--- config.mk ---
export PLATFORM = sky130hd
export DESIGN_NAME = reorder_buffer
export DESIGN_NICKNAME = d
export VERILOG_FILES = /design/src/rtl/reorder_buffer.sv
export SDC_FILE = /design/constraint.sdc
export NUM_CORES = 1
export LEC_CHECK = 0
export BUFFER_PORTS_ARGS = -buffer_cell sky130_fd_sc_hd__clkbuf_2
export CAP_MARGIN = 10
export CORE_MARGIN = 10
export CORE_UTILIZATION = 45
export DETAILED_ROUTE_END_ITERATION = 8
export GPL_TIMING_DRIVEN = 0
export PLACE_DENSITY = 0.65
export SYNTH_ARGS = -nofsm -noshare
export SYNTH_HDL_FRONTEND = slang
export SYNTH_SLANG_ARGS = --single-unit
--- constraint.sdc ---
create_clock -name clk -period 2.7 [get_ports clk]
set_input_delay 0.54 -clock clk [delete_from_list [all_inputs] [get_ports clk]]
set_output_delay 0.54 -clock clk [all_outputs]
set_load 0.02 [all_outputs]
--- src/rtl/reorder_buffer.sv ---
// ---------------------------------------------------------------------------
// reorder_buffer
//   Circular in-order reorder buffer for the Tomasulo core. Dispatch allocates
//   the tail entry and hands its tag to the map table. The CDB marks entries
//   complete. The head entry retires in order toward the map table and the
//   architectural register file.
//
// Ports
//   clk, reset          clock, synchronous active-high reset
//   flush               squash every entry (overrides everything else)
//   dispatch_*          allocation request / ready / assigned tag
//   cdb_*               completion broadcast (tag + value)
//   query_tag1/2        operand lookups, query_ready1/2 + query_value1/2 out
//   commit_*            retiring head entry (valid, has_dest, reg, tag, value)
//   empty               no busy entries
// ---------------------------------------------------------------------------
module reorder_buffer #(
    parameter int ROB_SIZE     = 8,
    parameter int ROB_ADDR_LEN = 3,
    parameter int REG_ADDR_LEN = 5,
    parameter int XLEN         = 32
) (
    input  logic                    clk,
    input  logic                    reset,
    input  logic                    flush,
    input  logic                    dispatch_valid,
    input  logic                    dispatch_has_dest,
    input  logic [REG_ADDR_LEN-1:0] dispatch_dest_reg,
    output logic                    dispatch_ready,
    output logic [ROB_ADDR_LEN-1:0] dispatch_rob_tag,
    input  logic                    cdb_valid,
    input  logic [ROB_ADDR_LEN-1:0] cdb_rob_tag,
    input  logic [XLEN-1:0]         cdb_value,
    input  logic [ROB_ADDR_LEN-1:0] query_tag1,
    input  logic [ROB_ADDR_LEN-1:0] query_tag2,
    output logic                    query_ready1,
    output logic                    query_ready2,
    output logic [XLEN-1:0]         query_value1,
    output logic [XLEN-1:0]         query_value2,
    output logic                    commit_valid,
    output logic                    commit_has_dest,
    output logic [REG_ADDR_LEN-1:0] commit_reg_addr,
    output logic [ROB_ADDR_LEN-1:0] commit_rob_tag,
    output logic [XLEN-1:0]         commit_value,
    output logic                    empty
);

    localparam logic [ROB_ADDR_LEN:0] FULL_COUNT = (ROB_ADDR_LEN+1)'(ROB_SIZE);

    logic [ROB_SIZE-1:0]     busy_r;
    logic [ROB_SIZE-1:0]     ready_r;
    logic [ROB_SIZE-1:0]     has_dest_r;
    logic [REG_ADDR_LEN-1:0] dest_reg_r [ROB_SIZE];
    logic [XLEN-1:0]         value_r    [ROB_SIZE];
    logic [ROB_ADDR_LEN-1:0] head_r;
    logic [ROB_ADDR_LEN-1:0] tail_r;
    logic [ROB_ADDR_LEN:0]   count_r;

    logic                    accept_s;
    logic                    fwd1_s;
    logic                    fwd2_s;

    // Dispatch handshake: readiness depends only on the registered count, so a
    // head retiring in the same cycle never frees a slot for a full ROB.
    always_comb begin
        dispatch_ready   = (count_r < FULL_COUNT);
        dispatch_rob_tag = tail_r;
        accept_s         = dispatch_valid && dispatch_ready;
        empty            = (count_r == {(ROB_ADDR_LEN+1){1'b0}});
    end

    // Head retirement view; CDB results reach commit only after they are
    // registered (no same-cycle CDB-to-commit path).
    always_comb begin
        commit_valid    = busy_r[head_r] && ready_r[head_r] && !flush;
        commit_has_dest = has_dest_r[head_r];
        commit_reg_addr = dest_reg_r[head_r];
        commit_rob_tag  = head_r;
        commit_value    = value_r[head_r];
    end

    // Operand lookups with CDB forwarding so a consumer renamed in the same
    // cycle as its producer's broadcast sees the value immediately.
    always_comb begin
        fwd1_s = cdb_valid && (cdb_rob_tag == query_tag1) && busy_r[query_tag1];
        fwd2_s = cdb_valid && (cdb_rob_tag == query_tag2) && busy_r[query_tag2];
        query_ready1 = fwd1_s || (busy_r[query_tag1] && ready_r[query_tag1]);
        query_ready2 = fwd2_s || (busy_r[query_tag2] && ready_r[query_tag2]);
        if (fwd1_s) begin
            query_value1 = cdb_value;
        end else begin
            query_value1 = value_r[query_tag1];
        end
        if (fwd2_s) begin
            query_value2 = cdb_value;
        end else begin
            query_value2 = value_r[query_tag2];
        end
    end

    // Entry state, pointers and occupancy. Completion is applied before the
    // commit clear so a late duplicate CDB write cannot resurrect a retiring
    // entry. A dispatch never targets a busy slot, so it cannot collide with
    // a CDB write or the retiring head.
    always_ff @(posedge clk) begin
        if (reset) begin
            busy_r     <= '0;
            ready_r    <= '0;
            has_dest_r <= '0;
            head_r     <= '0;
            tail_r     <= '0;
            count_r    <= '0;
            for (int i = 0; i < ROB_SIZE; i++) begin
                dest_reg_r[i] <= '0;
                value_r[i]    <= '0;
            end
        end else if (flush) begin
            busy_r  <= '0;
            ready_r <= '0;
            head_r  <= '0;
            tail_r  <= '0;
            count_r <= '0;
        end else begin
            if (cdb_valid && busy_r[cdb_rob_tag]) begin
                ready_r[cdb_rob_tag] <= 1'b1;
                value_r[cdb_rob_tag] <= cdb_value;
            end
            if (commit_valid) begin
                busy_r[head_r]  <= 1'b0;
                ready_r[head_r] <= 1'b0;
                head_r          <= head_r + ROB_ADDR_LEN'(1);
            end
            if (accept_s) begin
                busy_r[tail_r]     <= 1'b1;
                ready_r[tail_r]    <= 1'b0;
                has_dest_r[tail_r] <= dispatch_has_dest;
                dest_reg_r[tail_r] <= dispatch_dest_reg;
                tail_r             <= tail_r + ROB_ADDR_LEN'(1);
            end
            count_r <= count_r + (ROB_ADDR_LEN+1)'(accept_s)
                               - (ROB_ADDR_LEN+1)'(commit_valid);
        end
    end

endmodule

==> results of run 1 <==
## path summary, 6_finish.rpt
check / start / end / slack (ns) / depth (start not counted)
worst min register to register: has_dest_r[2] / has_dest_r[2] / 0.48 / 2
worst min-delay path: dispatch_dest_reg[3] / dest_reg_r[5][3] / 0.39 / 2
worst max-delay path: busy_r[1] / query_value1[0] / -0.23 / 7
worst max register to register: busy_r[3] / count_r[1] / 0.12 / 10
## placed cells by master (no fill, tap or decap), types with 16 or more instances in the layout
cell                        instances
sky130_fd_sc_hd__and2_1           299
sky130_fd_sc_hd__edfxtp_1         296
sky130_fd_sc_hd__mux4_2           215
sky130_fd_sc_hd__buf_8             71
sky130_fd_sc_hd__clkbuf_2          67
sky130_fd_sc_hd__mux2i_1           62
sky130_fd_sc_hd__nand2_1           52
sky130_fd_sc_hd__clkbuf_16         50
sky130_fd_sc_hd__clkbuf_1          39
sky130_fd_sc_hd__mux2_4            37
sky130_fd_sc_hd__buf_6             31
sky130_fd_sc_hd__o21ai_4           31
sky130_fd_sc_hd__o21ai_2           30
sky130_fd_sc_hd__buf_4             28
sky130_fd_sc_hd__clkbuf_8          27
sky130_fd_sc_hd__nor2_1            26
sky130_fd_sc_hd__dfxtp_1           24
sky130_fd_sc_hd__buf_12            23
sky130_fd_sc_hd__nand2_2           18
sky130_fd_sc_hd__inv_1             16
## metrics by stage
stage	hold slack, ns	total power [mW]
2_1_floorplan	0.444	6.83
3_3_place_gp	0.459	7.36
3_5_place_dp	0.469	7.38
4_1_cts	0.375	13.2
5_1_grt	0.407	13.7
6_report	0.388	13.3
## power groups by stage
stage                     clock network, mW  registers, mW  logic [mW]
after global placement                    0           5.96        1.40
final                                  5.65           5.86        1.83
after CTS                              5.67           5.86        1.70
after floorplan                           0           5.93       0.900
after global routing                   5.88           5.87        1.91
after detailed placement                  0           5.97        1.41
## cell type report
type / instances / area (sq um)
Fill cell: 3245 / 17700
Clock buffer: 48 / 1060
Multi-Input combinational cell: 935 / 10500
Timing Repair Buffer: 202 / 2300
Antenna cell: 2 / 5.00
Buffer: 105 / 983
Clock inverter: 22 / 289
Sequential cell: 333 / 9670
Tap cell: 585 / 732
Inverter: 16 / 60.1
## logic make-up after synthesis
group	synth area share
simple gates	0.136
flops	0.487
mux	0.305
buf+inv	0.0276
compound gates	0.0345
xor+xnor	0.00487
fa+ha+maj	0.00544
## flip-flops by register name, indices dropped and copies added, names as in the netlist, named ones only
register and flops:
ready_r 8, dest_reg_r 40, count_r 4, has_dest_r 8, busy_r 8, dispatch_rob_tag 3
value_r 256, commit_rob_tag 3
## worst register-to-register path, stage by stage, from the launching register on
cell                      delay, ns
sky130_fd_sc_hd__dfxtp_4       0.36
sky130_fd_sc_hd__buf_4         0.14
sky130_fd_sc_hd__mux4_2        0.52
sky130_fd_sc_hd__mux2i_4       0.21
sky130_fd_sc_hd__nor3_4        0.08
sky130_fd_sc_hd__ha_1          0.30
sky130_fd_sc_hd__inv_1         0.06
sky130_fd_sc_hd__ha_1          0.16
sky130_fd_sc_hd__inv_1         0.07
sky130_fd_sc_hd__fa_2          0.52
sky130_fd_sc_hd__nor2_1        0.04
## cell usage after synthesis (3+ instances only)
master	instances	area, sq um
sky130_fd_sc_hd__nand4_1	4	25.0
sky130_fd_sc_hd__edfxtp_1	296	8890
sky130_fd_sc_hd__a31oi_1	7	43.8
sky130_fd_sc_hd__inv_1	16	60.1
sky130_fd_sc_hd__and2b_1	4	30.0
sky130_fd_sc_hd__o21ai_1	36	180
sky130_fd_sc_hd__mux2_2	38	428
sky130_fd_sc_hd__a22o_1	3	26.3
sky130_fd_sc_hd__nand2b_1	5	31.3
sky130_fd_sc_hd__ha_1	7	87.6
sky130_fd_sc_hd__buf_2	25	125
sky130_fd_sc_hd__and2_1	299	1870
sky130_fd_sc_hd__clkbuf_1	64	240
sky130_fd_sc_hd__mux2i_1	71	711
sky130_fd_sc_hd__buf_4	9	67.6
sky130_fd_sc_hd__nand3_1	7	35.0
sky130_fd_sc_hd__nor3_1	4	20.0
sky130_fd_sc_hd__a21oi_1	15	75.1
sky130_fd_sc_hd__a31o_2	9	78.8
sky130_fd_sc_hd__or2_2	12	75.1
sky130_fd_sc_hd__clkbuf_2	6	30.0
sky130_fd_sc_hd__nor2_1	26	97.6
sky130_fd_sc_hd__and3_1	7	43.8
sky130_fd_sc_hd__mux4_2	214	4820
sky130_fd_sc_hd__nor3b_1	4	30.0
sky130_fd_sc_hd__a21o_1	4	30.0
sky130_fd_sc_hd__xnor2_1	10	87.6
sky130_fd_sc_hd__o21ai_0	37	185
sky130_fd_sc_hd__nor2b_1	6	37.5
sky130_fd_sc_hd__nand2_1	83	312
sky130_fd_sc_hd__buf_1	6	22.5
sky130_fd_sc_hd__dfxtp_1	37	741
## layer usage
layer / vias to the layer above / wire [microns]
met5: - / 9
met4: 2 / 1810
met3: 126 / 6650
met2: 838 / 31900
met1: 7212 / 25700
li1: 5853 / -
## timing repair
item	4_1_cts	5_1_grt
setup buffers	29	14
pin swaps	37	14
setup endpoints to repair	270	201
gates cloned	14	0
gates resized for setup	527	204
==> impl_summary.txt, run 1 <==
----------------------------------------------------
[Status]
  Result of the run ... finished with violations
  Violations in the final reports ... setup timing

[Floorplanning]
  Die span in x ... 230 microns
  I/O pin total ... between 150 and 200
  Chip Height ... 230 microns
  Area of the core region ... roughly 0.043 sq mm
  Row Count ... 76
  Die Outline Area ... 0.0528 sq mm
  Starting utilization of the core area ... 0.457

[Pwr]
  P per Cell Area ... 521 mW/mm^2
  Maximum vdd drop ... ~0.38 mV
  Design internal power ... 10.1 mW
  Leak ... 9.48 nW
  Switching power ... 3.24 mW
  Power share of the combinational group ... 0.137
  Part of the power in the clock network ... 0.424
  Sequential group share of total power ... 0.439
  Sw frac ... 0.243

[Critical path]
  Nature of the critical path endpoint ... output pin
  Crit-path slowest cell ... sky130_fd_sc_hd__nor2_4
  Top Family by Delay on Critical Path ... buffers and inverters
  Maximum fanout along the worst path ... 10
  Cell Chain, Critical Path ... mux4_2 > mux2i_4 > nor2_4 > clkbuf_16 > nand2_2 > o21ai_2 > clkbuf_8
  WP data arrival ... approximately 2.4 ns
  Crit Path Category ... register to output pin
  Data required time of the worst path ... approximately 2.2 ns
  WP buf/inv ... 2
  Slowest cell delay on critical path ... between 0.4 and 0.5 ns
  Worst setup SP type ... register

[Routing]
  Routed wirelength normalized by instance count ... 29.4 microns
  Starting DRC count in detailed routing ... 1943
  Number of detailed-routing iterations run before antenna repair ... 5
  Routed vias ... 14000
  Ratio of routed vias to standard cells ... roughly 6.2
  Antenna-violating nets left ... 0
  Number of design rule violations left after detail routing ... 0
  Final WL ... 66100 microns

[Clock tree]
  Reg clk slew, reported paths ... 0.06 ns
  Clock H-tree levels ... 2
  Maximum root-to-sink buffer count ... 3
  Total clock buffers created by CTS ... 39
  Clock latency reported for the late side of the worst-skew pair ... 0.54 ns
  Number of hold buffers added after cts ... 0
  Root Buffer ... sky130_fd_sc_hd__clkbuf_16
  Clock tree from TritonCTS ... done
  TritonCTS Sinks ... 333

[GRT]
  Gr ovfl total ... 0
  Met3 usage ... 0.0564
  Met1 demand-to-capacity share in global routing ... 0.322
  Vias in the first global route ... between 10000 and 15000
  Overall track demand over capacity in global routing ... 0.246
  Largest net degree at the start of global routing ... 33
  Antenna violations before repair ... 2
  Global-route wire length before repair ... 96700 microns
  Met2 track demand over resource in global routing ... 0.401
  Global-route layer with the greatest usage ... met2

[Logic synthesis]
  Synthesized instance count ... 1392
  Warnings from Yosys ... 0
  Flip-flop and latch count after synthesis ... 333
  Netlist area before placement ... 0.0198 sq mm
  Most common flop cell mapped by yosys ... sky130_fd_sc_hd__edfxtp_1
  Distinct cell type count after synthesis ... 49
  Number of synthesized flops with an enable pin ... 296
  Share of flip-flops with an asynchronous set or reset after synthesis ... 0
  Portion of the post-synthesis area used by sequential elements ... 0.487
  Synthesized area divided by synthesized cell count ... 14.2 sq um
  Post-Synthesis Net Count ... 1452

[STA]
  Final setup violating endpoints ... 94
  Worst Tran Pin Value ... 1.08 ns
  Post-route clock skew ... approximately 0.015 ns
  Post-Route Setup TNS ... -12.91 ns
  Unrepaired setup endpoints after global routing ... true
  Number of max-slew violations in the final report ... 0
  Relative slew slack ... 0.280
  Final critical-path setup slack ... -0.231 ns
  Hold violation total from the final report ... 0
  Highest clock rate ... 0.341 GHz
  Post-layout min period ... 2.93 ns
  Final clock period utilization by the worst path ... 1.09

[Cells and area]
  Final layout net count ... 1692
  Post-layout util ... 0.591
  Final standard cell count with taps included and fillers excluded ... 2248
  Relative area change from synthesis to final layout ... 29.2%
  Share of final-layout standard cells stronger than drive strength 1 ... 0.443
  Post-layout instance area ... 0.0256 sq mm

[Placed design]
  Port Buf Inserts ... around 160
  DP Cell Count ... 2134
  Area after DPL ... approximately 0.021 sq mm
  Pre-CTS WS ... -0.750 ns
  Post-detailed-placement half-perimeter wirelength ... 41300 microns
  Final weighted congestion in routability-driven placement ... roughly 0.88

[Hold path]
  Min-delay worst type ... input pin to register

[Job]
  Count of maximum capacitance violations ... 0

----------------------------------------------------
(Power assumes the default switching activity.)
==> inputs of run 2 (changes only) <==
--- a/config.mk
+++ b/config.mk
@@ -11,7 +11,6 @@
 export CORE_UTILIZATION = 45
 export DETAILED_ROUTE_END_ITERATION = 8
 export GPL_TIMING_DRIVEN = 0
-export PLACE_DENSITY = 0.65
 export SYNTH_ARGS = -nofsm -noshare
 export SYNTH_HDL_FRONTEND = slang
 export SYNTH_SLANG_ARGS = --single-unit
==> constraint.sdc (replaced) <==
create_clock -name clk -period 3.3 [get_ports clk]
set_input_delay 0.66 -clock clk [delete_from_list [all_inputs] [get_ports clk]]
set_output_delay 0.66 -clock clk [all_outputs]
set_load 0.02 [all_outputs]
==> run 2 against run 1 <==
  * The flow now finishes without violations
  * Global-route usage decreased by 0.64 points
  * Die area unchanged
  * Core utilization decreased by 6.3 points
  * Largest cell class unchanged
  * Highest routed layer unchanged
==> impl_summary.txt, run 2 (synthesized netlist as in run 1, its figures left out) <==
----------------------------------------------------
[Status]
  Result of the run ... completed

[STA]
  Number of max-slew violations in the final report ... 0
  Post-Route Setup TNS ... 0 ns
  Relative slew slack ... 0.180
  Post-route clock skew ... 0.0118 ns
  Hold slack final ... around 0.47 ns
  Post-layout min period ... approximately 3.3 ns
  Highest clock rate ... 0.303 GHz
  Worst Tran Pin Value ... 1.23 ns
  Hold violation total from the final report ... 0
  Final clock period utilization by the worst path ... 1.00
  Final setup violating endpoints ... 0

[Placed design]
  Final weighted congestion in routability-driven placement ... 0.855
  Post-detailed-placement half-perimeter wirelength ... around 42000 microns
  DP Cell Count ... 2134
  Port Buf Inserts ... 157

[Floorplanning]
  Starting utilization of the core area ... 0.457
  Die Outline Area ... about 0.053 sq mm
  Row Count ... 76
  Area of the core region ... 0.0433 sq mm
  Die span in x ... 230 microns
  I/O pin total ... 165
  Chip Height ... 230 microns

[Pwr]
  Leak ... 8.45 nW
  Sw frac ... 0.248
  Switching power ... around 2.6 mW
  Maximum vdd drop ... around 0.35 mV
  Part of the power in the clock network ... 0.432
  Design internal power ... 7.90 mW
  Power share of the combinational group ... 0.111
  P per Cell Area ... approximately 460 mW/mm^2
  Sequential group share of total power ... 0.457

[Clock tree]
  TritonCTS Sinks ... 333
  Clock H-tree levels ... 2
  Total clock buffers created by CTS ... 41
  Reg clk slew, reported paths ... 0.06 ns
  Clock tree from TritonCTS ... done
  Maximum root-to-sink buffer count ... 3
  Clock latency reported for the late side of the worst-skew pair ... roughly 0.56 ns
  Root Buffer ... sky130_fd_sc_hd__clkbuf_16
  Number of hold buffers added after cts ... 0

[GRT]
  Global-route wire length before repair ... approximately 93000 microns
  Overall track demand over capacity in global routing ... 0.239
  Antenna violations before repair ... 3
  Vias in the first global route ... about 14000
  Largest net degree at the start of global routing ... 33
  Gr ovfl total ... 0

[Critical path]
  Data required time of the worst path ... ~2.6 ns
  Crit Path Category ... input pin to output pin
  WP data arrival ... 2.64 ns
  Depth of the worst register-to-register path ... 11
  Worst setup SP type ... input pin
  Nature of the critical path endpoint ... output pin
  Maximum fanout along the worst path ... 10

[Job]
  Count of maximum capacitance violations ... 0

[Hold path]
  Number of cells on the worst hold path ... 2
  Min-delay worst type ... register to register

[Cells and area]
  Final layout net count ... 1652
  Relative area change from synthesis to final layout ... 15.4%
  Max reg flops ... 256
  Commonest non-fill, non-tap cell in the layout ... sky130_fd_sc_hd__and2_1
  Post-layout util ... 0.528
  Antenna fix cells ... 0
  Highest-count cells in the layout ignoring fill and taps ... 299 x sky130_fd_sc_hd__and2_1, 296 x sky130_fd_sc_hd__edfxtp_1, 214 x sky130_fd_sc_hd__mux4_2
  Share of final-layout standard cells stronger than drive strength 1 ... 0.359
  Final standard cell count with taps included and fillers excluded ... 2209
  Register containing the most flip-flops in the final layout ... value_r
  Registers with the most flip-flops ... value_r: 256 flops, dest_reg_r: 40 flops

[Routing]
  Routed vias ... 13500
  Number of design rule violations left after detail routing ... 0
  Starting DRC count in detailed routing ... 1681
  Antenna-violating nets left ... 0
  Ratio of routed vias to standard cells ... 6.09
  Routed wirelength normalized by instance count ... just under 30 microns
  Number of detailed-routing iterations run before antenna repair ... 7
  Final WL ... about 64000 microns

----------------------------------------------------
==> run 2: power groups by stage <==
| stage | combinational [mW] | clock (mW) | sequential, mW |
|---|---|---|---|
| 6_report | 1.16 | 4.54 | 4.80 |
| 5_1_grt | 1.23 | 4.76 | 4.82 |
| 4_1_cts | 1.16 | 4.60 | 4.80 |
| 3_5_place_dp | 1.15 | 0 | 4.89 |
| 3_3_place_gp | 1.14 | 0 | 4.88 |
| 2_1_floorplan | 0.734 | 0 | 4.85 |
==> run 2: layer usage <==
metal / GRT usage / share of wire / vias up / routed length, microns
li1: - / - / 5770 / -
met1: 0.316 / 0.40 / 6923 / 25800
met2: 0.384 / 0.48 / 630 / 30600
met3: 0.0516 / 0.086 / 123 / 5480
met4: 0.0867 / 0.032 / 4 / 2030
met5: 0 / 0.00044 / - / 28
==> run 2: stage by stage <==
| step | setup WS (ns) | cell area [sq um] | power, mW |
|---|---|---|---|
| 3_5_place_dp | -0.434 | 21300 | 6.04 |
| 6_report | 0.000871 | 22800 | 10.5 |
| 3_3_place_gp | -0.390 | 21300 | 6.02 |
| 2_1_floorplan | 0.259 | 19800 | 5.58 |
| 4_1_cts | 0.0122 | 22800 | 10.6 |
| 5_1_grt | -0.0212 | 22800 | 10.8 |
==> run 2: worst max-delay path, cell delays in order <==
cell	delay, ns
sky130_fd_sc_hd__clkbuf_2	0.21
sky130_fd_sc_hd__buf_2	0.36
sky130_fd_sc_hd__clkbuf_2	0.44
sky130_fd_sc_hd__mux4_2	0.36
sky130_fd_sc_hd__mux2i_1	0.31
sky130_fd_sc_hd__o21ai_1	0.10
sky130_fd_sc_hd__clkbuf_2	0.17
==> run 2: area by class of cell <==
type	instances	area (sq um)
well taps	585	732
inverters	16	60.1
fillers	3656	20400
plain buffers	109	621
repair buffers	158	793
clock buffers	52	1120
multi-input cells	933	9670
clock inverters	23	221
flip-flops and latches	333	9630
==> run 2: path summary, 6_finish.rpt <==
check,start,to,slack [ns]
worst max-delay path,query_tag1[2],query_value1[9],0.0009
worst min-delay path,has_dest_r[1],has_dest_r[1],0.47
worst max register to register,commit_rob_tag[0],count_r[2],0.35
worst min register to register,has_dest_r[1],has_dest_r[1],0.47
==> run 2: what timing repair did <==
action	4_1_cts	5_1_grt
endpoints found under the setup margin	103	49
pin swaps	0	1
setup buffers	0	1
gates resized for setup	64	32
